==> config.mk <==
export PLATFORM = sky130hd
export DESIGN_NAME = bus_copy_master
export DESIGN_NICKNAME = d
export VERILOG_FILES = /design/src/rtl/bus_copy_pkg.sv /design/src/rtl/bus_copy_timer.sv /design/src/rtl/bus_copy_master.sv
export SDC_FILE = /design/constraint.sdc
export NUM_CORES = 1
export LEC_CHECK = 0
export BUFFER_PORTS_ARGS = -buffer_cell sky130_fd_sc_hd__buf_2
export CORE_MARGIN = 4
export CORE_UTILIZATION = 48
export DETAILED_ROUTE_END_ITERATION = 8
export GPL_ROUTABILITY_DRIVEN = 0
export GPL_TIMING_DRIVEN = 0
export HOLD_SLACK_MARGIN = 0.05
export PLACE_DENSITY = 0.82
export SETUP_SLACK_MARGIN = 0.05
export SLEW_MARGIN = 20
export SYNTH_ARGS = -nofsm -noshare
export SYNTH_HDL_FRONTEND = slang
export SYNTH_SLANG_ARGS = --single-unit
==> constraint.sdc <==
create_clock -name clk_i -period 1.7 [get_ports clk_i]
set_input_delay 0.255 -clock clk_i [delete_from_list [all_inputs] [get_ports clk_i]]
set_output_delay 0.255 -clock clk_i [all_outputs]
set_load 0.1 [all_outputs]
==> src/rtl/bus_copy_pkg.sv <==
// Shared types and constants for the bus copy master.
// Optional read timeout is enabled by defining BUS_COPY_TIMEOUT_EN.
package bus_copy_pkg;

    typedef enum logic [2:0] {
        IDLE,
        RD_REQ,
        RD_WAIT,
        WR_REQ,
        DONE
    } state_e;

    localparam logic [31:0] WORD_BYTES = 32'd4;
    localparam logic [3:0]  FULL_BE    = 4'hf;
    localparam logic [31:0] ADDR_MASK  = 32'hffff_fffc;

endpackage

==> src/rtl/bus_copy_timer.sv <==
// Loadable down-counter used to bound the wait for a read response.
// Only instantiated when BUS_COPY_TIMEOUT_EN is defined.
module bus_copy_timer #(
    parameter int W = 8
) (
    input  logic         clk_i,
    input  logic         rst_ni,
    input  logic         load_i,
    input  logic [W-1:0] load_val_i,
    input  logic         en_i,
    output logic         expire_o
);

    logic [W-1:0] cnt_q;
    logic [W-1:0] cnt_d;

    always_comb begin
        cnt_d = cnt_q;
        if (load_i) begin
            cnt_d = load_val_i;
        end else if (en_i && (cnt_q != '0)) begin
            cnt_d = cnt_q - W'(1);
        end
    end

    always_ff @(posedge clk_i or negedge rst_ni) begin
        if (!rst_ni) begin
            cnt_q <= '0;
        end else begin
            cnt_q <= cnt_d;
        end
    end

    // Fires in the last enabled cycle so the FSM leaves on the count'th cycle.
    assign expire_o = en_i && (cnt_q == W'(1));

endmodule

==> src/rtl/bus_copy_master.sv <==
// Block copy initiator: one read, then its write, one transaction at a time.
// Define BUS_COPY_TIMEOUT_EN to abort a read that never gets a response.
module bus_copy_master
    import bus_copy_pkg::*;
#(
    parameter int LEN_W   = 16,
    parameter int TIMEOUT = 255
) (
    input  logic             clk_i,
    input  logic             rst_ni,
    input  logic             start_i,
    input  logic [31:0]      src_addr_bi,
    input  logic [31:0]      dst_addr_bi,
    input  logic [LEN_W-1:0] len_bi,
    output logic             busy_o,
    output logic             done_o,
    output logic             err_o,
    output logic             bus_req_o,
    output logic             bus_we_o,
    output logic [31:0]      bus_addr_bo,
    output logic [3:0]       bus_be_bo,
    output logic [31:0]      bus_wdata_bo,
    input  logic             bus_ack_i,
    input  logic             bus_resp_i,
    input  logic [31:0]      bus_rdata_bi
);

    state_e             state_q, state_d;
    logic [31:0]        src_q, src_d;
    logic [31:0]        dst_q, dst_d;
    logic [31:0]        data_q, data_d;
    logic [LEN_W-1:0]   cnt_q, cnt_d;
    logic               err_q, err_d;
    logic               tmr_expire;

`ifdef BUS_COPY_TIMEOUT_EN
    localparam int TMR_W =
        ($clog2(TIMEOUT + 1) > 8) ? $clog2(TIMEOUT + 1) : 8;

    logic tmr_load;

    // Reloaded on every RD_REQ->RD_WAIT handoff.
    assign tmr_load = (state_q == RD_REQ) && bus_ack_i;

    bus_copy_timer #(
        .W (TMR_W)
    ) u_timer (
        .clk_i      (clk_i),
        .rst_ni     (rst_ni),
        .load_i     (tmr_load),
        .load_val_i (TMR_W'(TIMEOUT)),
        .en_i       (state_q == RD_WAIT),
        .expire_o   (tmr_expire)
    );
`else
    assign tmr_expire = 1'b0;
`endif

    always_ff @(posedge clk_i or negedge rst_ni) begin
        if (!rst_ni) begin
            state_q <= IDLE;
            src_q   <= '0;
            dst_q   <= '0;
            data_q  <= '0;
            cnt_q   <= '0;
            err_q   <= 1'b0;
        end else begin
            state_q <= state_d;
            src_q   <= src_d;
            dst_q   <= dst_d;
            data_q  <= data_d;
            cnt_q   <= cnt_d;
            err_q   <= err_d;
        end
    end

    always_comb begin
        state_d = state_q;
        src_d   = src_q;
        dst_d   = dst_q;
        data_d  = data_q;
        cnt_d   = cnt_q;
        err_d   = err_q;
        unique case (state_q)
            IDLE: begin
                if (start_i) begin
                    src_d   = src_addr_bi & ADDR_MASK;
                    dst_d   = dst_addr_bi & ADDR_MASK;
                    cnt_d   = len_bi;
                    err_d   = 1'b0;
                    state_d = (len_bi == '0) ? DONE : RD_REQ;
                end
            end
            RD_REQ: begin
                if (bus_ack_i) begin
                    state_d = RD_WAIT;
                end
            end
            RD_WAIT: begin
                if (bus_resp_i) begin
                    data_d  = bus_rdata_bi;
                    state_d = WR_REQ;
                end else if (tmr_expire) begin
                    err_d   = 1'b1;
                    state_d = DONE;
                end
            end
            WR_REQ: begin
                if (bus_ack_i) begin
                    src_d   = src_q + WORD_BYTES;
                    dst_d   = dst_q + WORD_BYTES;
                    cnt_d   = cnt_q - LEN_W'(1);
                    state_d = (cnt_q == LEN_W'(1)) ? DONE : RD_REQ;
                end
            end
            DONE: begin
                state_d = IDLE;
            end
            default: begin
                state_d = IDLE;
            end
        endcase
    end

    always_comb begin
        busy_o       = (state_q != IDLE);
        done_o       = (state_q == DONE);
        err_o        = err_q;
        bus_req_o    = 1'b0;
        bus_we_o     = 1'b0;
        bus_addr_bo  = '0;
        bus_be_bo    = '0;
        bus_wdata_bo = '0;
        unique case (state_q)
            RD_REQ: begin
                bus_req_o   = 1'b1;
                bus_addr_bo = src_q;
                bus_be_bo   = FULL_BE;
            end
            WR_REQ: begin
                bus_req_o    = 1'b1;
                bus_we_o     = 1'b1;
                bus_addr_bo  = dst_q;
                bus_be_bo    = FULL_BE;
                bus_wdata_bo = data_q;
            end
            default: begin
                bus_req_o = 1'b0;
            end
        endcase
    end

endmodule
==> reports/results.tsv, run 1 <==
stage	metric	value	unit
clock_network	H-tree depth	3	
logic_synthesis	top cells by area, synth	dfrtp_1 (39%), a21oi_1 (5.1%), mux2i_1 (5.1%)	
place	HPWL Detailed	19.0	mm
clock_network	clock root buffer	clkbuf_16	
floorplan	Die Span X	129	um
sta	Worst-path end type	sequential cell input	
floorplan	# IOs	190	
logic_synthesis	number of synthesized flops with an enable pin	0	
logic_synthesis	post-synth top area cell	dfrtp_1	
clock_network	clock buffer depth	2	
clock_network	CTS sink cnt	111	
logic_synthesis	Distinct cells, synth	65	
logic_synthesis	number of synthesized register bits	111	
floorplan	Die Y	129	um
floorplan	Starting Density	0.488	
floorplan	row cnt	44	
logic_synthesis	Post-synth top cells	dfrtp_1 (111), nor2_1 (79), a21oi_1 (72), nand2_1 (68), o21ai_0 (49)	
logic_synthesis	Syn Inst Count	810	
logic_synthesis	cell with the most instances after synthesis	dfrtp_1	
run_status	Exit stage	5_1_grt	
place	pre-CTS WS	-0.755	ns
logic_synthesis	top_reg_cell synth	dfrtp_1	
logic_synthesis	Mapped Avg Cell Area	8.73	um2
logic_synthesis	register area share after synthesis	0.393	
logic_synthesis	Yosys top cell area share	0.393	
run_status	Stop Error	[ERROR GRT-0232] Routing congestion too high. Check the congestion heatmap in the GUI.	
sta	worst_ep grt	src_q[29]$_DFFE_PN0P_/D	
logic_synthesis	Post-Syn Area	0.00707	mm2
logic_synthesis	FFs w/ async S/R, synth	1.00	
run_status	status	did not finish	
place	area post-placement	0.00894	mm2
clock_network	cts bufs inserted	9	
grt	Total GRT Usage	0.769	
logic_synthesis	Syn. warnings	0	
grt	pin count of the biggest net entering global routing	61	
place	placed cells	1179	
place	Port Buffers	182	
grt	grt ovf	126	
[metal layers]
metal  global-route usage  overflow
met1                0.760         1
met2                0.934        67
met3                0.609         5
met4                0.781        53
met5                0.344         0
[kinds of logic after synthesis]
| logic type | synth area share |
|---|---|
| DFF | 0.393 |
| and+or+nand+nor | 0.252 |
| buffers and inverters | 0.0579 |
| muxes | 0.102 |
| adders and majority gates | 0.00708 |
| other | 0.000530 |
| xor gates and xnor gates | 0.00124 |
| AOI/OAI and AO/OA | 0.187 |
[metrics by stage]
stage	setup TNS, ns	util	hold slack [ns]
after detailed placement	-67.80	0.617	0.243
after global placement	-177.40	0.615	0.486
after floorplan	-4.43	-	-0.0406
after CTS	-47.00	0.874	0.105
[timing repair]
action | 4_1_cts
setup endpoints to repair | 177
gates cloned | 21
endpoints found under the hold margin | 51
buffers inserted | 81
gates resized for setup | 601
pin swaps | 64
hold buffers | 1
==> inputs of run 2 (changes only) <==
--- a/config.mk
+++ b/config.mk
@@ -7,13 +7,11 @@
 export LEC_CHECK = 0
 export BUFFER_PORTS_ARGS = -buffer_cell sky130_fd_sc_hd__buf_2
 export CORE_MARGIN = 4
-export CORE_UTILIZATION = 48
+export CORE_UTILIZATION = 36
 export DETAILED_ROUTE_END_ITERATION = 8
 export GPL_ROUTABILITY_DRIVEN = 0
 export GPL_TIMING_DRIVEN = 0
-export HOLD_SLACK_MARGIN = 0.05
-export PLACE_DENSITY = 0.82
-export SETUP_SLACK_MARGIN = 0.05
+export PLACE_DENSITY_LB_ADDON = 0.15
 export SLEW_MARGIN = 20
 export SYNTH_ARGS = -nofsm -noshare
 export SYNTH_HDL_FRONTEND = slang
==> constraint.sdc (replaced) <==
create_clock -name clk_i -period 2.2 [get_ports clk_i]
set_input_delay 0.33 -clock clk_i [delete_from_list [all_inputs] [get_ports clk_i]]
set_output_delay 0.33 -clock clk_i [all_outputs]
set_load 0.1 [all_outputs]
==> run 2 against run 1 <==
Against the previous run: the flow now finishes, with violations (setup timing); synthesized cell count is the same; synthesized area stayed put.
==> reports/results.tsv, run 2 <==
stage	metric	value	unit	change
final_layout	most frequent cells in the layout	buf_2 (130), dfrtp_1 (107), a21oi_1 (72)		
sta	Final min period	2.25	ns	
sta	fin crit share	1.02		
sta	RSZ-0062 raised after global routing	yes		
drt	Avg WL per Cell	21.8	um	
critical_path	CP required	1.87	ns	
logic_synthesis	largest family of logic cells by synthesized area	simple AND/OR/NAND/NOR gates		unchanged
flow_run	maxcap violations	0		
floorplan	Die Y	148	um	was 129 um
sta	setup slack after layout	-0.0498	ns	
logic_synthesis	Yosys top cell area share	0.393		unchanged
final_layout	Largest register FFs	32		
grt	pin count of the biggest net entering global routing	64		
grt	initial antenna violation count	0		
logic_synthesis	Post-Synth Adder-Cell Area	0.00708		unchanged
drt	number of nets with antenna violations after routing	0		
floorplan	Starting Density	0.372		was 0.488
critical_path	CP endpoint kind	output port		
logic_synthesis	Synth Area in Compound Gates	0.187		unchanged
floorplan	Core Region	0.0190	mm2	
run_status	failing checks	setup timing		
logic_synthesis	xor/xnor share of the synthesized area	0.00124		unchanged
floorplan	Die Span X	148	um	was 129 um
sta	endpoints failing hold	0		
final_layout	biggest regs	data_q (32), dst_q (30), src_q (30)		
sta	max-slew violations	0		
clock_network	clock buffer depth	2		unchanged
logic_synthesis	Post-Syn Area	0.00707	mm2	unchanged
grt	vias in the first global route	7301		
grt	global-route wire length before repair	42.5	mm	
clock_network	clk_lat worst skew	0.37	ns	
clock_network	H-tree depth	3		unchanged
final_layout	Nets	1143		
final_layout	Reg area	0.00278	mm2	
final_layout	# fillers	1843		
logic_synthesis	Distinct cells, synth	65		unchanged
clock_network	clock root buffer	clkbuf_16		unchanged
final_layout	# diodes	0		
place	pre-CTS WS	-1.17	ns	was -0.755 ns
sta	actual slew at the worst max-slew pin	0.743	ns	
critical_path	critical path arrival	1.92	ns	
logic_synthesis	Syn. warnings	0		unchanged
clock_network	cts bufs inserted	9		unchanged
drt	initial DRC count	667		
logic_synthesis	multiplexer share of the synthesized area	0.102		unchanged
logic_synthesis	Mapped Avg Cell Area	8.73	um2	unchanged
critical_path	worst-path cell with the longest stage delay	dfrtp_1		
logic_synthesis	Synth Area in Simple Gates	0.252		unchanged
logic_synthesis	top_reg_cell synth	dfrtp_1		unchanged
run_status	status	complete, but fails checks		was did not finish
logic_synthesis	number of synthesized flops with an enable pin	0		unchanged
place	placed cells	1255		was 1179
logic_synthesis	FFs w/ async S/R, synth	1.00		unchanged
drt	final wirelength	28.1	mm	
clock_network	CTS tree	yes		
critical_path	crit start category	register		
sta	Setup TNS	-0.971	ns	
min_path	HP Class	primary input to register		
critical_path	crit path cell chain	buf_6 -> nand3b_1 -> clkinv_2 -> clkbuf_16 -> clkbuf_16 -> and2_4 -> buf_12		
place	HPWL Detailed	19.7	mm	was 19.0 mm
logic_synthesis	top cells by area, synth	dfrtp_1 (39%), a21oi_1 (5.1%), mux2i_1 (5.1%)		unchanged
critical_path	worst path bufs/invs	5		
sta	clk_skew	0.0110	ns	
final_layout	largest reg by FF count	data_q		
sta	Peak Freq	0.444	GHz	
drt	DRC viols	0		
final_layout	layout cell share with drive strength beyond 1	0.409		
sta	hold_ws	0.183	ns	
logic_synthesis	Post-synth top cells	dfrtp_1 (111), nor2_1 (79), a21oi_1 (72), nand2_1 (68), o21ai_0 (49)		unchanged
drt	DRT Pass-1 Iters	5		
drt	Vias per Instance	5.76		
clock_network	CTS sink cnt	111		unchanged
logic_synthesis	post-synth top area cell	dfrtp_1		unchanged
logic_synthesis	number of synthesized register bits	111		unchanged
place	Port Buffers	182		unchanged
final_layout	area grow syn2layout	42.7	%	
final_layout	Post-Layout Cell Count	1287		
floorplan	# IOs	190		unchanged
floorplan	Die ar.	0.0219	mm2	
drt	vias	7412		
critical_path	most used cell, CP	clkbuf_16		
clock_network	Worst-path clk slew	0.08	ns	
logic_synthesis	Syn Inst Count	810		unchanged
logic_synthesis	cell with the most instances after synthesis	dfrtp_1		unchanged
sta	# setup viols final	33		
final_layout	footprint of the multi-input gates	0.00429	mm2	
critical_path	CP peak stage delay	0.39	ns	
sta	normalized max-slew margin	0.505		
logic_synthesis	register area share after synthesis	0.393		unchanged
critical_path	kind of critical path	register to output port		
grt	grt ovf	0		
final_layout	most common cell after layout, fill and taps aside	buf_2		
critical_path	delay-heaviest family, CP	buffers and inverters		
floorplan	row cnt	50		was 44
critical_path	crit-path max FO	6		
grt	Total GRT Usage	0.252		
[run 2: cell counts after synthesis]
Identical to the previous run, type by type.
[run 2: routing by layer]
metal | wire length [um] | vias to the layer above | GRT usage
met2 | 12800 | 371 | 0.395
met1 | 11700 | 3586 | 0.342
met3 | 2570 | 61 | 0.0579
met5 | 0 | - | 0
li1 | - | 3394 | -
met4 | 956 | 0 | 0.0905
[run 2: cell families (layout without fill, tap and decap cells)]
family,after synthesis,after routing
AOI/OAI and AO/OA,214,214
xor gates and xnor gates,1,1
DFF,111,111
muxes,68,68
buffers and inverters,79,294
and+or+nand+nor,332,332
other,1,3
adders and majority gates,4,4
[run 2: layout make-up]
cell class / count / area share
tap: 260 / 0.0323
sequential: 111 / 0.276
inverter: 10 / 0.00422
clock buffer: 10 / 0.0227
multi-input combinational: 622 / 0.425
clock inverter: 6 / 0.00707
buffer: 64 / 0.0607
timing repair buffer: 204 / 0.172
[run 2: repair_timing]
| action | CTS | global route |
|---|---|---|
| pin swaps | 34 | 4 |
| hold buffers | 1 | 0 |
| endpoints found under the setup margin | 145 | 153 |
| endpoints found under the hold margin | 48 | 0 |
| resized for setup | 261 | 51 |
| buffers inserted | 14 | 3 |
| gates cloned | 3 | 0 |
[run 2: worst paths after layout]
check | from | cells past startpoint | slack [ns] | to
max | state_q[2] | 7 | -0.05 | bus_wdata_bo[4]
min | bus_rdata_bi[6] | 2 | 0.18 | data_q[6]
max reg2reg | state_q[0] | 7 | -0.01 | dst_q[30]
min reg2reg | data_q[18] | 1 | 0.51 | data_q[18]
max in group asynchronous | rst_ni | 3 | 1.00 | dst_q[9]
min in group asynchronous | rst_ni | 2 | 0.48 | data_q[25]
[run 2: stage by stage]
stage | instance area, um2 | util
2_1_floorplan | 7350 | -
3_3_place_gp | 8580 | 0.451
3_5_place_dp | 8620 | 0.453
4_1_cts | 9930 | 0.522
5_1_grt | 10100 | 0.530
6_report | 10100 | 0.530
Power of run 2 is left out: the tool's default activity adds up to more than one toggle a clock period on the data nets, which glitch-free logic cannot reach.
